File: config.mk
export PLATFORM = sky130hd
export DESIGN_NAME = dpram_copy_engine
export DESIGN_NICKNAME = d
export VERILOG_FILES = /design/src/rtl/dpram_pkg.sv /design/src/rtl/dpram_copy_engine.sv
export SDC_FILE = /design/constraint.sdc
export NUM_CORES = 1
export LEC_CHECK = 0
export ABC_CLOCK_PERIOD_IN_PS = 2160
export BUFFER_PORTS_ARGS = -buffer_cell sky130_fd_sc_hd__buf_2
export CAP_MARGIN = 20
export CELL_PAD_IN_SITES_DETAIL_PLACEMENT = 1
export CELL_PAD_IN_SITES_GLOBAL_PLACEMENT = 1
export CORE_MARGIN = 8
export CORE_UTILIZATION = 34
export CTS_CLUSTER_SIZE = 20
export DETAILED_ROUTE_END_ITERATION = 8
export GPL_TIMING_DRIVEN = 0
export HOLD_SLACK_MARGIN = 0.08
export PLACE_DENSITY = 0.81
export SYNTH_ARGS = -nofsm -noshare
export SYNTH_HDL_FRONTEND = slang
export SYNTH_SLANG_ARGS = --single-unit
File: constraint.sdc
create_clock -name clk -period 2.16 [get_ports clk]
set_input_delay 0.432 -clock clk [delete_from_list [all_inputs] [get_ports clk]]
set_output_delay 0.432 -clock clk [all_outputs]
set_load 0.1 [all_outputs]
File: src/rtl/dpram_pkg.sv
// Shared definitions for the dual-port RAM and the copy engine that drives it.
// Default geometry matches the team's dpram instance.
package dpram_pkg;

    localparam int DPRAM_DATA_WIDTH = 8;
    localparam int DPRAM_ADDR_WIDTH = 4;

    typedef enum logic [1:0] {
        IDLE  = 2'd0,
        RUN   = 2'd1,
        DRAIN = 2'd2,
        DONE  = 2'd3
    } copy_state_t;

endpackage

File: src/rtl/dpram_copy_engine.sv
// Block copy inside one dpram: one read and one write per cycle, with memmove
// direction choice, XOR checksum of the moved words, and early abort.
module dpram_copy_engine
    import dpram_pkg::*;
#(
    parameter int DATA_WIDTH = DPRAM_DATA_WIDTH,
    parameter int ADDR_WIDTH = DPRAM_ADDR_WIDTH
) (
    input  logic                  clk,
    input  logic                  reset,
    input  logic                  start,
    input  logic                  abort,
    input  logic [ADDR_WIDTH-1:0] src_addr,
    input  logic [ADDR_WIDTH-1:0] dst_addr,
    input  logic [ADDR_WIDTH:0]   len,
    output logic                  busy,
    output logic                  done,
    output logic                  aborted,
    output logic [DATA_WIDTH-1:0] checksum,
    output logic                  rd_en,
    output logic [ADDR_WIDTH-1:0] rd_addr,
    output logic                  wr_en,
    output logic [ADDR_WIDTH-1:0] wr_addr,
    output logic [DATA_WIDTH-1:0] data_in,
    input  logic [DATA_WIDTH-1:0] data_out,
    output copy_state_t           dbg_state
);

    localparam logic [ADDR_WIDTH:0] DEPTH_LEN = {1'b1, {ADDR_WIDTH{1'b0}}};
    localparam logic [ADDR_WIDTH:0] ONE_LEN   = (ADDR_WIDTH+1)'(1);

    copy_state_t           state_q, state_d;
    logic                  desc_q, desc_d;
    logic [ADDR_WIDTH:0]   cnt_q, cnt_d;
    logic [ADDR_WIDTH-1:0] rd_addr_q, rd_addr_d;
    logic [ADDR_WIDTH-1:0] wr_addr_q, wr_addr_d;
    logic                  rd_en_q, rd_en_d;
    logic                  wr_en_q, wr_en_d;
    logic                  busy_q, busy_d;
    logic                  done_q, done_d;
    logic                  aborted_q, aborted_d;
    logic [DATA_WIDTH-1:0] checksum_q, checksum_d;

    logic [ADDR_WIDTH:0]   len_eff;
    logic [ADDR_WIDTH-1:0] last_off;
    logic [ADDR_WIDTH-1:0] step;

    always_comb begin
        state_d    = state_q;
        desc_d     = desc_q;
        cnt_d      = cnt_q;
        rd_addr_d  = rd_addr_q;
        wr_addr_d  = wr_addr_q;
        aborted_d  = aborted_q;
        checksum_d = checksum_q;
        len_eff    = (len > DEPTH_LEN) ? DEPTH_LEN : len;
        last_off   = ADDR_WIDTH'(len_eff - ONE_LEN);
        step       = desc_q ? '1 : ADDR_WIDTH'(1);

        // Write stage: the word read last cycle lands now; advance the write pointer.
        if (wr_en_q) begin
            checksum_d = checksum_q ^ data_out;
            wr_addr_d  = wr_addr_q + step;
        end

        case (state_q)
            IDLE: begin
                if (start) begin
                    desc_d     = dst_addr > src_addr;
                    cnt_d      = len_eff;
                    aborted_d  = 1'b0;
                    checksum_d = '0;
                    rd_addr_d  = (dst_addr > src_addr) ? src_addr + last_off : src_addr;
                    wr_addr_d  = (dst_addr > src_addr) ? dst_addr + last_off : dst_addr;
                    // An empty copy still spends one busy cycle so done lands in cycle 2.
                    state_d    = (len_eff == '0) ? DRAIN : RUN;
                end
            end
            RUN: begin
                rd_addr_d = rd_addr_q + step;
                cnt_d     = cnt_q - ONE_LEN;
                if (abort) begin
                    aborted_d = 1'b1;
                    state_d   = DRAIN;
                end else if (cnt_q == ONE_LEN) begin
                    state_d = DRAIN;
                end
            end
            DRAIN:   state_d = DONE;
            DONE:    state_d = IDLE;
            default: state_d = IDLE;
        endcase

        rd_en_d = (state_d == RUN);
        wr_en_d = rd_en_q;
        busy_d  = (state_d == RUN) || (state_d == DRAIN);
        done_d  = (state_d == DONE);
    end

    always_ff @(posedge clk) begin
        if (!reset) begin
            state_q    <= IDLE;
            desc_q     <= 1'b0;
            cnt_q      <= '0;
            rd_addr_q  <= '0;
            wr_addr_q  <= '0;
            rd_en_q    <= 1'b0;
            wr_en_q    <= 1'b0;
            busy_q     <= 1'b0;
            done_q     <= 1'b0;
            aborted_q  <= 1'b0;
            checksum_q <= '0;
        end else begin
            state_q    <= state_d;
            desc_q     <= desc_d;
            cnt_q      <= cnt_d;
            rd_addr_q  <= rd_addr_d;
            wr_addr_q  <= wr_addr_d;
            rd_en_q    <= rd_en_d;
            wr_en_q    <= wr_en_d;
            busy_q     <= busy_d;
            done_q     <= done_d;
            aborted_q  <= aborted_d;
            checksum_q <= checksum_d;
        end
    end

    // The RAM's registered read port feeds the write port directly; gating on
    // wr_en keeps data_in at zero whenever no write is in flight.
    assign data_in   = wr_en_q ? data_out : '0;
    assign busy      = busy_q;
    assign done      = done_q;
    assign aborted   = aborted_q;
    assign checksum  = checksum_q;
    assign rd_en     = rd_en_q;
    assign rd_addr   = rd_addr_q;
    assign wr_en     = wr_en_q;
    assign wr_addr   = wr_addr_q;
    assign dbg_state = state_q;

endmodule

==> results of run 1 <==
critical path: cells and delay by family:
kind	cells	cell delay [ns]
buffers and inverters	1	0.15
and+or+nand+nor	1	0.19
adders and majority gates	1	0.32
xor gates and xnor gates	2	0.34
AOI/OAI and AO/OA	3	0.50
muxes	1	0.32
metal layers:
metal	wire length, um	vias up	GRT usage, %
li1	-	876	-
met1	2419	851	15.12
met2	2782	44	23.76
met3	225	12	3.539
met4	126	0	5.457
met5	0	-	0
layout make-up:
class | instances | area [um^2] | share of cell area (%)
Clock inverter | 1 | 5.005 | 0.2052
Buffer | 6 | 26.28 | 1.077
Inverter | 12 | 45.04 | 1.847
Clock buffer | 7 | 96.34 | 3.951
Sequential cell | 29 | 585.6 | 24.01
Timing Repair Buffer | 55 | 275.3 | 11.29
Multi-Input combinational cell | 168 | 1315 | 53.93
Tap cell | 72 | 90.09 | 3.694
synth_stat cells (3+ instances only):
master / instances / share of area (%)
fa_1: 4 / 4.2
ha_1: 18 / 12
dfxtp_1: 29 / 30
nor2_1: 16 / 3.1
nand3_1: 3 / 0.78
a21oi_1: 14 / 3.6
nor2b_1: 6 / 2.0
o211ai_1: 4 / 1.6
mux2i_1: 8 / 4.2
o21ai_0: 11 / 2.9
clkbuf_1: 4 / 0.78
nand2b_1: 5 / 1.6
nand2_1: 12 / 2.3
and2_1: 15 / 4.9
buf_2: 3 / 0.78
xnor2_1: 12 / 5.5
inv_1: 12 / 2.3
xor2_1: 6 / 2.7
state kept, by name (all words and copies together) (netlist names), 2 cells and up:
name	count
dbg_state	2
cnt_q	5
checksum	8
rd_addr	4
wr_addr	4
repair_timing:
action,4_1_cts,5_1_grt
hold endpoints to repair,0,0
setup endpoints to repair,1,10
gates resized for setup,1,3
pin swaps,0,2
report_power, final:
group          internal (mW)  leakage, nW  switching, mW
clock                  0.287       0.0542          0.207
sequential             0.595        0.239         0.0570
combinational          0.233        0.813          0.626
worst max path at each step:
stage / start / to / slack [ns] / cells past startpoint
final: len[0] / wr_addr[3] / 0.11 / 9
after global routing: len[0] / wr_addr[3] / -0.03 / 9
after CTS: wr_en / data_in[5] / 0.01 / 3
after detailed placement: len[1] / rd_addr[3] / -0.33 / 8
after global placement: len[1] / wr_addr[3] / -0.24 / 8
after floorplan: dbg_state[1] / rd_addr[3] / 0.009 / 6
logic make-up after synthesis:
family / after synthesis / synth area share [%]
muxes: 10 / 5.530
AOI/OAI and AO/OA: 51 / 17.24
and+or+nand+nor: 67 / 19.06
adders and majority gates: 22 / 15.88
DFF: 29 / 30.19
xor gates and xnor gates: 18 / 8.198
buffers and inverters: 19 / 3.903
==> run metrics, run 1 <==
status=complete, no violations; nets=324; CP required=2.36 ns; Setup violations, final=0; vias in the first global route=1979; Rows=27; Reg2Reg Setup Slack=0.33 ns; final slew viol count=0; clock skew=0.008846 ns; Most used DFF post-synth=dfxtp_1; drt drc=0; crit share post-route=95.00%; Filler cells=692; most frequent cells in the layout=buf_2 (58), dfxtp_1 (25), ha_1 (17); crit-path max FO=5; Synth cell types=45; htree depth=2; min cycle time layout=2.052 ns; Hold Path Sink=aborted; area delta synth->final=26.81%; GP Congestion=0.8282; Initial Utilization=35.14%; commonest non-fill, non-tap cell in the layout=buf_2; VDD IR max=0.0003903 V; dpl cell area=0.002320 mm^2; setup bufs post-CTS=0; CP startpoint kind=input port; Core Util, Final=44.56%; Die Y=91.21 um; Reg2Reg Launch Point=desc_q; crit path capture type=flop; antenna violations before repair=0; Hold Crit Class=input port to flop; EDFF count, synth=0; first-pass GRT wire length=9246 um; # hold bufs at CTS=0; Relative slew margins=60.81%; worst reg2reg endpoint=wr_addr[2]; worst skew pair latency=0.29 ns; Worst Path Arrival=2.26 ns; cell area after layout=0.002439 mm^2; hold_ws=0.4393 ns; CP Class=input port to flop; syn_area_per_cell=8.903 um^2; crit-path max cell delay=0.32 ns; dpl ws=-0.3265 ns; slowest CP cell=ha_1; Async SR Flop Fraction=0%; Leak Pwr=1.106 nW; diodes inserted=0; Routed Antenna Nets=0; synthesized netlist cell count=216; mean number of vias per cell=5.094; sequential area share after synthesis=30.19%; Root Driver=clkbuf_8; CTS tree=done; overall power=2.006 mW; Fin. Hold Viols=0; max cap viols=0; CTS Sinks=29; area of the core=0.005473 mm^2; placed insts=343; WL per Instance=15.87 um; Yosys warning total=0; flops & latches, synth=29; cell-by-cell trace of the critical path=buf_2 -> xor2_1 -> nand2b_1 -> ha_1 -> a21o_1 -> a21oi_2 -> xor2_2 -> mux2_4 -> a211oi_2; RSZ-0062 raised after global routing=yes; hold path depth=3; Vias=1783; final worst slack=0.1081 ns; width of the die=91.21 um; cts bufs inserted=5; iteration-0 DRC count of the detailed router=23; share of cells above drive strength 1=32.37%; final non-filler cell total=350; Longest Clk Path Bufs=2; drt total wl=5554 um; Mapped Area=0.001923 mm^2; pwr/cell area=822.8 mW/mm^2; R2R cell count=6; HPWL after DPL=4594 um; Top Ports=56; drt pass-1 iters=4; Hold Startpoint=abort; syn nets=263; Total GRT Usage=13.51%; gr ovfl total=0; Peak Freq=0.4873 GHz; Port Buffers=55; setup_tns=0 ns; largest net degree at the start of global routing=11; clk slew on worst S/H paths=0.07 ns; actual slew at the worst max-slew pin=0.5878 ns; die area=0.008318 mm^2
Power figures use the tool's default switching activity.
==> inputs of run 2 (changes only) <==
--- a/config.mk
+++ b/config.mk
@@ -17,5 +17,6 @@
 export GPL_TIMING_DRIVEN = 0
 export HOLD_SLACK_MARGIN = 0.08
-export PLACE_DENSITY = 0.81
+export PLACE_DENSITY_LB_ADDON = 0.12
+export SLEW_MARGIN = 20
 export SYNTH_ARGS = -nofsm -noshare
 export SYNTH_HDL_FRONTEND = slang
==> constraint.sdc (replaced) <==
create_clock -name clk -period 2.16 [get_ports clk]
set_input_delay 0.432 -clock clk [delete_from_list [all_inputs] [get_ports clk]]
set_output_delay 0.432 -clock clk [all_outputs]
set_load 0.005 [all_outputs]
==> run metrics, run 2 (synthesized netlist as in run 1, its figures left out) <==
actual slew at the worst max-slew pin=0.4785 ns (was 0.5878 ns); Worst Path Arrival=2.30 ns (was 2.26 ns); width of the die=91.21 um (unchanged); switching share of power=33.66% (was 44.39%); crit path capture type=flop (unchanged); Longest Clk Path Bufs=2 (unchanged); CTS tree=done (unchanged); status=complete, no violations (unchanged); RSZ-0062 raised after global routing=yes (unchanged); clk slew on worst S/H paths=0.06 ns (was 0.07 ns); max cap viols=0 (unchanged); min cycle time layout=2.099 ns (was 2.052 ns); vias in the first global route=1786 (was 1979); setup_tns=0 ns (unchanged); final slew viol count=0 (unchanged); setup bufs post-CTS=0 (unchanged); clock skew=0.002602 ns (was 0.008846 ns); Total GRT Usage=13.14% (was 13.51%); Top Ports=56 (unchanged); dpl ws=-0.2848 ns (was -0.3265 ns); drt total wl=5234 um (was 5554 um); max reg flops=8 (unchanged); final worst slack=0.06055 ns (was 0.1081 ns); Leak Pwr=1.088 nW (was 1.106 nW); Vias=1730 (was 1783); largest net degree at the start of global routing=11 (unchanged); Root Driver=clkbuf_8 (unchanged); Comb power frac=31.5% (was 42.8%); htree depth=2 (unchanged); Die Y=91.21 um (unchanged); drt drc=0 (unchanged); first-pass GRT wire length=8983 um (was 9246 um); diodes inserted=0 (unchanged); GP Congestion=0.7818 (was 0.8282); Routed Antenna Nets=0 (unchanged); most frequent cells in the layout=buf_2 (58), dfxtp_1 (29), ha_1 (17) (was buf_2 (58), dfxtp_1 (25), ha_1 (17)); power share of the clock group=27.3% (was 24.7%); pwr/cell area=655.7 mW/mm^2 (was 822.8 mW/mm^2); CP startpoint kind=input port (unchanged); mean number of vias per cell=4.929 (was 5.094); area delta synth->final=24.66% (was 26.81%); Relative slew margins=68.10% (was 60.81%); Port Buffers=55 (unchanged); WL per Instance=14.91 um (was 15.87 um); VDD IR max=0.0003744 V (was 0.0003903 V); CTS resizes=0 (was 1); gr ovfl total=0 (unchanged); crit-path max FO=5 (unchanged); antenna violations before repair=0 (unchanged); # hold bufs at CTS=0 (unchanged); die area=0.008318 mm^2 (unchanged); Pint=1.043 mW (was 1.116 mW); Core Util, Final=43.80% (was 44.56%); share of cells above drive strength 1=26.52% (was 32.37%); Hold Crit Class=input port to flop (unchanged); commonest non-fill, non-tap cell in the layout=buf_2 (unchanged); crit share post-route=97.20% (was 95.00%); HPWL after DPL=4258 um (was 4594 um); sequential power share=41.1% (was 32.5%); iteration-0 DRC count of the detailed router=53 (was 23); CTS Sinks=29 (unchanged); sw power=529.1 uW (was 890.7 uW); drt pass-1 iters=7 (was 4); Initial Utilization=35.14% (unchanged); CP Class=input port to flop (unchanged); Fin. Hold Viols=0 (unchanged); CP required=2.36 ns (about the same); cts bufs inserted=5 (unchanged); worst skew pair latency=0.28 ns (was 0.29 ns); Rows=27 (unchanged); nets=325 (was 324); Peak Freq=0.4763 GHz (was 0.4873 GHz); area of the core=0.005473 mm^2 (unchanged); Setup violations, final=0 (unchanged)
[run 2: cell types whose count changed in the layout (fill, tap and decap cells not counted), sizes merged]
| cell | previous run | this run |
|---|---|---|
| clkinv | 1 | 2 |
[run 2: worst paths after layout]
check / start / to / slack [ns] / cells after the start
setup reg to reg: desc_q / wr_addr[2] / 0.33 / 6
setup / recovery: len[0] / wr_addr[3] / 0.06 / 9
hold reg to reg: rd_en / wr_en / 0.50 / 1
hold / removal: abort / aborted / 0.45 / 3
[run 2: worst max-delay path: stages]
cell,delay [ns]
buf_2,0.15
xor2_1,0.15
nand2b_1,0.17
ha_1,0.32
a21o_1,0.17
a21oi_2,0.14
xor2_1,0.25
mux2_4,0.33
a211oi_2,0.19
[run 2: area by class of cell]
cell class / count / area [um^2]
buffer: 7 / 30.03
clock buffer: 6 / 72.57
clock inverter: 2 / 10.01
fill: 688 / 3075
inverter: 12 / 45.04
multi-input combinational: 168 / 1294
sequential: 29 / 580.6
tap: 72 / 90.09
timing repair buffer: 55 / 275.3
[run 2: through the flow]
| stage | hold WS (ns) | total power [mW] | cells | cell area, um^2 |
|---|---|---|---|---|
| floorplan | 0.4580 | 0.9777 | 216 | 1939 |
| global placement | 0.4759 | 1.150 | 343 | 2305 |
| detailed placement | 0.4800 | 1.158 | 343 | 2305 |
| CTS | 0.4497 | 1.599 | 351 | 2387 |
| global route | 0.4771 | 1.701 | 351 | 2397 |
| finish | 0.4519 | 1.572 | 351 | 2397 |
[run 2: per-layer routing]
layer  part of all wire (%)  GRT usage (%)  vias up
li1                       -              -      877
met1                     46          15.87      823
met2                     50          22.61       25
met3                    3.4          3.374        5
met4                   0.76          3.274        0
met5                      0              0        -
[run 2: power groups by stage]
| stage | clock network [mW] | logic, mW | registers [mW] |
|---|---|---|---|
| after floorplan | 0 | 0.326 | 0.652 |
| after global placement | 0 | 0.492 | 0.658 |
| after detailed placement | 0 | 0.499 | 0.658 |
| after CTS | 0.450 | 0.502 | 0.647 |
| after global routing | 0.474 | 0.571 | 0.655 |
| final | 0.430 | 0.496 | 0.647 |
